[config.mk]
export PLATFORM = sky130hd
export DESIGN_NAME = pot_scan_a2d
export DESIGN_NICKNAME = d
export VERILOG_FILES = /design/src/rtl/pot_scan_a2d.sv
export SDC_FILE = /design/constraint.sdc
export NUM_CORES = 1
export LEC_CHECK = 0
export CORE_MARGIN = 8
export CORE_UTILIZATION = 40
export CTS_CLUSTER_SIZE = 30
export DETAILED_ROUTE_END_ITERATION = 16
export HOLD_SLACK_MARGIN = 0.06
export PLACE_DENSITY = 0.6
export SETUP_SLACK_MARGIN = 0.4
export SLEW_MARGIN = 20
export SYNTH_ARGS = -nofsm -noshare
export SYNTH_HDL_FRONTEND = slang
export SYNTH_SLANG_ARGS = --single-unit
[constraint.sdc]
create_clock -name clk -period 3.64 [get_ports clk]
set_input_delay 0.728 -clock clk [delete_from_list [all_inputs] [get_ports clk]]
set_output_delay 0.728 -clock clk [all_outputs]
set_load 0.005 [all_outputs]
[src/rtl/pot_scan_a2d.sv]
`default_nettype none
// ============================================================================
// Module   : pot_scan_a2d
// Purpose  : Free-running scanner for the six equalizer slide pots. It runs
//            its own SPI master to the ADC128S 8-channel ADC and holds the
//            most recent 12-bit reading of each pot for the band-gain and
//            volume logic downstream.
// Ports    : clk       - system clock
//            rst       - synchronous reset, active-high
//            SS_n      - ADC chip select, active low
//            SCLK      - SPI clock, idles high
//            MOSI      - SPI data to ADC (channel address in bits 13:11)
//            MISO      - SPI data from ADC
//            LP_pot, B1_pot, B2_pot, B3_pot, HP_pot, volume
//                      - latest 12-bit pot readings
//            scan_done - 1-clk pulse when the volume register is written,
//                        i.e. once all six pots have been refreshed
// Revision : 1.0  initial release
// ============================================================================
module pot_scan_a2d #(
    parameter int         SCLK_DIV = 32,    // clk cycles per SCLK period; even, >= 4
    parameter int         GAP_CYC  = 64,    // clk cycles SS_n stays high between frames
    parameter logic [2:0] CH_LP    = 3'd1,
    parameter logic [2:0] CH_B1    = 3'd0,
    parameter logic [2:0] CH_B2    = 3'd4,
    parameter logic [2:0] CH_B3    = 3'd2,
    parameter logic [2:0] CH_HP    = 3'd3,
    parameter logic [2:0] CH_VOL   = 3'd7
) (
    input  logic        clk,
    input  logic        rst,
    output logic        SS_n,
    output logic        SCLK,
    output logic        MOSI,
    input  logic        MISO,
    output logic [11:0] LP_pot,
    output logic [11:0] B1_pot,
    output logic [11:0] B2_pot,
    output logic [11:0] B3_pot,
    output logic [11:0] HP_pot,
    output logic [11:0] volume,
    output logic        scan_done
);

    localparam int               HALF      = SCLK_DIV / 2;
    localparam int               CNT_W     = 16;
    localparam logic [CNT_W-1:0] GAP_LAST  = CNT_W'(GAP_CYC - 1);
    localparam logic [CNT_W-1:0] HALF_LAST = CNT_W'(HALF - 1);
    // Half-periods 0..31 are the 16 low/high SCLK periods; half 32 is a
    // trailing high hold before SS_n is released.
    localparam logic [5:0]       TAIL_HALF = 6'd32;
    localparam logic [2:0]       LAST_SLOT = 3'd5;

    typedef enum logic [1:0] {
        ST_GAP   = 2'd0,
        ST_FRONT = 2'd1,
        ST_SHIFT = 2'd2,
        ST_BACK  = 2'd3
    } state_t;

    state_t           state_q, state_d;
    logic [CNT_W-1:0] cnt_q, cnt_d;
    logic [5:0]       half_q, half_d;
    logic             sclk_q, sclk_d;
    logic             sclk_dly_q, sclk_dly_d;
    logic             ss_n_q, ss_n_d;
    logic             mosi_q, mosi_d;
    logic [14:0]      tx_q, tx_d;
    logic [11:0]      rx_q, rx_d;
    logic [2:0]       idx_q, idx_d;
    logic             prime_q, prime_d;
    logic [11:0]      pot_q [6];
    logic [11:0]      pot_d [6];
    logic             scan_done_q, scan_done_d;

    logic [2:0]       slot_ch;
    logic [2:0]       prev_slot;
    logic [15:0]      frame_word;
    logic [5:0]       half_nx;
    logic             sclk_rise;

    // Channel addressed by the current slot.
    always_comb begin
        slot_ch = CH_LP;
        case (idx_q)
            3'd0:    slot_ch = CH_LP;
            3'd1:    slot_ch = CH_B1;
            3'd2:    slot_ch = CH_B2;
            3'd3:    slot_ch = CH_B3;
            3'd4:    slot_ch = CH_HP;
            3'd5:    slot_ch = CH_VOL;
            default: slot_ch = CH_LP;
        endcase
    end

    // The ADC returns the conversion of the previous frame's channel, so the
    // data received now belongs to the previous slot.
    assign prev_slot  = (idx_q == 3'd0) ? LAST_SLOT : (idx_q - 3'd1);
    assign frame_word = {2'b00, slot_ch, 11'd0};
    assign half_nx    = half_q + 6'd1;
    // Delayed rise detect: true on the first clk SCLK is seen high.
    assign sclk_rise  = sclk_q & ~sclk_dly_q & ~ss_n_q;

    always_comb begin
        state_d     = state_q;
        cnt_d       = cnt_q;
        half_d      = half_q;
        sclk_d      = sclk_q;
        sclk_dly_d  = sclk_q;
        ss_n_d      = ss_n_q;
        mosi_d      = mosi_q;
        tx_d        = tx_q;
        rx_d        = rx_q;
        idx_d       = idx_q;
        prime_d     = prime_q;
        pot_d       = pot_q;
        scan_done_d = 1'b0;

        // Only the last 12 bits shifted in survive, which are MISO bits 11:0.
        if (sclk_rise) begin
            rx_d = {rx_q[10:0], MISO};
        end

        case (state_q)
            ST_GAP: begin
                if (cnt_q == GAP_LAST) begin
                    state_d = ST_FRONT;
                    cnt_d   = '0;
                    ss_n_d  = 1'b0;
                    sclk_d  = 1'b1;
                    mosi_d  = frame_word[15];
                    tx_d    = frame_word[14:0];
                end else begin
                    cnt_d = cnt_q + CNT_W'(1);
                end
            end

            ST_FRONT: begin
                if (cnt_q == HALF_LAST) begin
                    // First falling edge; MOSI already holds bit 15.
                    state_d = ST_SHIFT;
                    cnt_d   = '0;
                    half_d  = '0;
                    sclk_d  = 1'b0;
                end else begin
                    cnt_d = cnt_q + CNT_W'(1);
                end
            end

            ST_SHIFT: begin
                if (cnt_q == HALF_LAST) begin
                    cnt_d = '0;
                    if (half_q == TAIL_HALF) begin
                        state_d = ST_BACK;
                        ss_n_d  = 1'b1;
                        sclk_d  = 1'b1;
                        mosi_d  = 1'b0;
                    end else begin
                        half_d = half_nx;
                        sclk_d = half_nx[0] | (half_nx == TAIL_HALF);
                        // Even half-periods start with a falling edge: next bit out.
                        if (!half_nx[0] && (half_nx != TAIL_HALF)) begin
                            mosi_d = tx_q[14];
                            tx_d   = {tx_q[13:0], 1'b0};
                        end
                    end
                end else begin
                    cnt_d = cnt_q + CNT_W'(1);
                end
            end

            ST_BACK: begin
                state_d = ST_GAP;
                cnt_d   = '0;
                idx_d   = (idx_q == LAST_SLOT) ? 3'd0 : (idx_q + 3'd1);
                if (prime_q) begin
                    // First frame after reset carries no valid conversion.
                    prime_d = 1'b0;
                end else begin
                    for (int i = 0; i < 6; i++) begin
                        if (prev_slot == 3'(i)) begin
                            pot_d[i] = rx_q;
                        end
                    end
                    scan_done_d = (prev_slot == LAST_SLOT);
                end
            end

            default: begin
                state_d = ST_GAP;
                cnt_d   = '0;
            end
        endcase
    end

    always_ff @(posedge clk) begin
        if (rst) begin
            state_q     <= ST_GAP;
            cnt_q       <= '0;
            half_q      <= '0;
            sclk_q      <= 1'b1;
            sclk_dly_q  <= 1'b1;
            ss_n_q      <= 1'b1;
            mosi_q      <= 1'b0;
            tx_q        <= '0;
            rx_q        <= '0;
            idx_q       <= 3'd0;
            prime_q     <= 1'b1;
            for (int i = 0; i < 6; i++) begin
                pot_q[i] <= '0;
            end
            scan_done_q <= 1'b0;
        end else begin
            state_q     <= state_d;
            cnt_q       <= cnt_d;
            half_q      <= half_d;
            sclk_q      <= sclk_d;
            sclk_dly_q  <= sclk_dly_d;
            ss_n_q      <= ss_n_d;
            mosi_q      <= mosi_d;
            tx_q        <= tx_d;
            rx_q        <= rx_d;
            idx_q       <= idx_d;
            prime_q     <= prime_d;
            for (int i = 0; i < 6; i++) begin
                pot_q[i] <= pot_d[i];
            end
            scan_done_q <= scan_done_d;
        end
    end

    assign SS_n      = ss_n_q;
    assign SCLK      = sclk_q;
    assign MOSI      = mosi_q;
    assign LP_pot    = pot_q[0];
    assign B1_pot    = pot_q[1];
    assign B2_pot    = pot_q[2];
    assign B3_pot    = pot_q[3];
    assign HP_pot    = pot_q[4];
    assign volume    = pot_q[5];
    assign scan_done = scan_done_q;

endmodule
`default_nettype wire

Word level (Yosys, flattened, before mapping)
Index checks and enable logic that the tools add are counted.
W data, S select, Z words.
{"block": "word_totals", "register_bits": 132, "elab_cells": 109, "in_bits": 3, "out_inout_bits": 76}
{"block": "classes", "eq_ne": 25, "reduce_logical": 22, "n_addsub": 4, "mux": 33, "bitwise_logic": 7}
{"op": "$mux W15", "count": 4}
{"op": "$pmux W16 S3", "count": 1}
{"op": "$mux W16", "count": 2}
{"op": "$pmux W15 S2", "count": 1}
{"op": "$reduce_and A4 Y1", "count": 5}
{"op": "$mux W6", "count": 3}
{"op": "$reduce_and A3 Y1", "count": 6}
{"op": "$add A16 B1 Y16 const B", "count": 1}
{"op": "$eq A16 B4 Y1 const B", "count": 1}
{"op": "$eq A16 B6 Y1 const B", "count": 1}
{"op": "$pmux W3 S5", "count": 1}
{"op": "$eq A3 B2 Y1 const B", "count": 4}
{"op": "$eq A3 B3 Y1 const B", "count": 4}
{"op": "$eq A6 B6 Y1 const B", "count": 2}
{"op": "$ne A2 B2 Y1 const B", "count": 6}
{"op": "$pmux W6 S2", "count": 1}
{"op": "$mux W1", "count": 10}
{"op": "$mux W2", "count": 4}
{"op": "$pmux W2 S4", "count": 1}
{"op": "$add A6 B1 Y6 const B", "count": 1}
{"op": "$eq A3 B1 Y1 const B", "count": 2}
{"op": "$logic_not A3 Y1", "count": 2}
{"op": "$mux W3", "count": 2}
{"op": "$ne A6 B6 Y1 const B", "count": 1}
{"op": "other kinds (18)", "count": 25}

Depth between registers and ports, before layout
{"block": "logic_depth", "ltp_word": 7, "ltp_mapped": 9, "ltp_nobuf": 7}

Worst setup path after synthesis
No wires, ideal clock.
{"block": "synth_path", "path_type": "flip-flop to flip-flop", "from": "reg idx_q[0]", "to": "reg pot_q, in the netlist HP_pot[10]", "path_slack_ns": 1.669, "arrival_ns": 1.843, "required_ns": 3.512, "path_buffers": 3, "path_stages_with_launch": 9, "setup_time_ns": 0.128, "period_less_slack_ns": 1.971, "path_cell_list": "dfxtp_1 buf_2 nor2_1 ha_1 or4_1 clkbuf_1 buf_4 mux2i_1 nor2_1"}
{"block": "synth_between", "elab_chain_cells": 4, "word_cells_on_any_way": 5, "cone_classes": "1 x add/sub; 1 x eq/ne; 1 x mux; 2 x reduce/logical"}
{"item": "start, declared", "line": "70", "text": "logic [2:0] idx_q, idx_d;"}
{"item": "start signal, assigned", "line": "223", "text": "idx_q <= idx_d;"}
{"item": "$sub A3 B1 Y3 or $logic_not A3 Y1 (tied branches)", "line": "98", "text": "assign prev_slot = (idx_q == 3'd0) ? LAST_SLOT : (idx_q - 3'd1);"}
{"item": "$mux W3 *", "line": "98"}
{"item": "$eq A3 B3 Y1 *", "line": "181", "text": "if (prev_slot == 3'(i)) begin"}
{"item": "$reduce_and A3 Y1 (no line) *"}
{"item": "end signal, assigned by index", "line": "226", "text": "pot_q[i] <= pot_d[i];"}
{"item": "end, declared", "line": "72", "text": "logic [11:0] pot_q [6];"}
Every way passes the cells marked *; elsewhere a longest branch is shown, timed or not.
A chain may end at the register's enable or synchronous reset.

Final worst setup path
{"block": "layout_path", "from": "reg idx_q[0]", "to": "reg pot_q, in the netlist volume[11]"}
The elaborated chain is that of the path after synthesis.

==> impl_metrics.csv <==
group,metric,value,unit
cts,numCtsBuffers,17,
synthesis,synth.top_cell.area_share,0.481,
synthesis,synthMuxAreaShare,0.178,
layout,fillers,1128,
sta,hold_viol,0,
critical_path,crit_path_end_kind,"flop",
critical_path,max_stage_delay,0.88,ns
sta,max_freq,0.425,GHz
sta,fin_crit,2.35,ns
synthesis,yosysMostFrequentCell,"dfxtp_1",
placed_design,routabilityCongestion,0.813,
layout,drive_above_1_share,0.0918,
layout,num_antenna_cells,0,
synthesis,synth.cell_area,0.00503,mm^2
critical_path,required,3.92,ns
synthesis,ys_warn_count,0,
status,status,"finished clean",
sta,max-slew-margin-rel,0.294,
die,die_area,0.0164,mm^2
cts,ctsResizeCount,0,
power,power,3040,uW
die,start_util,0.404,
die,fp.coreArea,0.0125,mm^2
cts,clkLatencyLatePin,0.41,ns
placed_design,port_buffers,78,
sta,period_share,0.647,
critical_path,worstPathCellList,"nor2_1 > ha_1 > nor4_4 > mux2i_1 > nor2_1",
synthesis,synth_common_cells,"dfxtp_1, nor2_1, mux2i_1, clkbuf_1, nand2_1",
power,internal_power,2420,uW
synthesis,syn_nets,532,
worst_hold_path,min_path_type,"reg -> reg",
power,power_switching,620,uW
grt,grt_max_degree,48,
sta,finClkSkew,0.00888,ns
drt,postRouteAntennaNets,0,
drt,vias_per_cell,4.86,
die,die_h,128,um
synthesis,ys_types,58,
synthesis,synth_fa_ha_area_frac,0.0249,
synthesis,synthXorXnorAreaFrac,0.0278,
sta,slew_viol_final,0,
die,ios,79,
cts,cts_tree,"built",
cts,cts.sinks,121,
cts,cts.clk_slew.worst_paths,0.05,ns
power,combPwrFrac,0.010,
power,leakage,0.00234,uW
drt,routedWlPerCell,15.2,um
drt,vias,3750,
cts,htreeDepth,4,
sta,grt_setup_unrepaired,"false",
critical_path,crit_slowest_cell,"nor4_4",
grt,grt_pass1_wl,19200,um
power,sw_frac_of_total,0.204,
synthesis,yosys.area_share.simple,0.191,
drt,drc,0,
placed_design,placedCellCount,739,
die,die_x,128,um
sta,final-setup-viol-count,0,
synthesis,synth_compound_area_frac,0.0507,
synthesis,yosys.area.top_type,"dfxtp_1",
synthesis,ys.flop_type,"dfxtp_1",
cts,hold_buffers,0,
job,cap_violations,0,
sta,worst_pin_slew,1.05,ns
synthesis,syn_inst,519,
critical_path,start_kind,"flop",
synthesis,synth-edff-count,0,
synthesis,synth.top_cells.by_area,"dfxtp_1, mux2i_1, nor2_1",
placed_design,place_hpwl,8110,um
drt,drt_iter0_markers,192,
grt,grt_overflow_total,0,
synthesis,seq_area_frac_synth,0.481,
cts,cts_setup_buffers,0,
synthesis,synth_top_family_by_area,"simple AND/OR/NAND/NOR gates",
grt,grt_pass1_vias,3730,
synthesis,synth.avg_cell_area,9.70,um^2
layout,syn_to_final_growth,29.1,%
power,clockPowerShare,0.552,
layout,nets,599,
sta,finalSetupTns,0,ns
power,peakVddDrop,0.000314,V
grt,grt_antenna_before_repair,0,
cts,clock-root-buffer,"clkbuf_16",
critical_path,path_class,"reg -> reg",
power,p_per_area,467,mW/mm^2
synthesis,synth-seq-cells,121,
synthesis,synthArstFlopShare,0,
power,seq_power_share,0.438,
grt,grt.total_usage,0.149,
drt,drtPass1Iterations,4,
drt,routed_wl,11700,um
cts,cts_buffer_depth,2,
die,num_rows,41,
critical_path,crit_arrival,2.63,ns
critical_path,crit_path_max_fanout,13,
layout,layout.cells.non_filler,771,
critical_path,cpMostUsedCell,"nor2_1",
-- worst paths after layout --
check,startpoint,to,slack (ns),cells past startpoint
worst max-delay path,idx_q[0]$_SDFFE_PP0P_,volume[11]$_SDFFE_PP0P_,1.29,5
worst min-delay path,cnt_q[0]$_SDFF_PP0_,cnt_q[0]$_SDFF_PP0_,0.45,1
worst max register to register,idx_q[0]$_SDFFE_PP0P_,volume[11]$_SDFFE_PP0P_,1.29,5
worst min register to register,cnt_q[0]$_SDFF_PP0_,cnt_q[0]$_SDFF_PP0_,0.45,1
-- cell type report --
class                           instances  area [um^2]  share of cell area
Multi-Input combinational cell        348         2380               0.367
Tap cell                              172          215              0.0331
Inverter                               13         48.8             0.00751
Clock inverter                          9          113              0.0173
Clock buffer                           23          488              0.0751
Timing Repair Buffer                   85          828               0.127
Sequential cell                       121         2420               0.373
-- placed cells by master (no fill, tap or decap), drive strengths merged, types with 2 or more instances in the layout --
cell type	instances
dfxtp	121
nor2	119
mux2i	87
clkdlybuf4s50	77
clkbuf	23
nand2	19
inv	15
nand3	13
ha	10
nand4	9
xor2	8
xnor2	8
buf	8
nor4	7
a21oi	6
a31oi	5
nor3	5
and3	5
nand2b	5
clkinvlp	4
or3	4
nor2b	3
o22a	2
and4	2
and2b	2
o211ai	2
o31ai	2
a22oi	2
nand3b	2
bufinv	2
mux2	2
o32ai	2
o21ai	2
-- power groups by stage --
stage | combinational [uW] | sequential, uW | clock, uW
after floorplan | 24.8 | 1360 | 0
after global placement | 31.3 | 1360 | 0
after detailed placement | 32.1 | 1360 | 0
after CTS | 32.5 | 1330 | 1710
after global routing | 36.0 | 1330 | 1770
final | 31.6 | 1330 | 1680
-- metrics by stage --
stage	cell area (um^2)	worst slack [ns]	hold slack [ns]	utilization
3_5_place_dp	5900	1.30	0.442	0.473
6_report	6500	1.29	0.446	0.521
3_3_place_gp	5900	1.39	0.430	0.473
5_1_grt	6500	1.04	0.466	0.521
2_1_floorplan	5030	1.67	0.418	-
4_1_cts	6500	1.28	0.452	0.521
-- logic make-up after synthesis --
kind of cell	count (synthesis)
multiplexers	89
AND/OR/NAND/NOR	200
buffers and inverters	50
XOR/XNOR	16
flip-flops	121
AO/OA/AOI/OAI	33
adder cells (fa/ha/maj)	10
-- routing by layer --
| layer | part of all wire | global-route usage | vias up |
|---|---|---|---|
| met5 | 0 | 0 | - |
| met4 | 0.014 | 0.0636 | 0 |
| met3 | 0.060 | 0.0599 | 16 |
| met2 | 0.44 | 0.222 | 81 |
| met1 | 0.48 | 0.186 | 1746 |
| li1 | - | - | 1907 |
-- worst max-delay path, delay by kind of cell, from the launching register on --
family,cells,cell delay (ns)
adders and majority gates,1,0.35
and+or+nand+nor,3,1.06
DFF,1,0.53
muxes,1,0.27
-- registers in the layout, indices dropped and copies added (netlist names), 12 cells and up --
name and count:
volume 12, HP_pot 12, B3_pot 12, B2_pot 12
rx_q 12, B1_pot 12, LP_pot 12, cnt_q 16
Note: power is estimated with default switching activity, not from simulation.
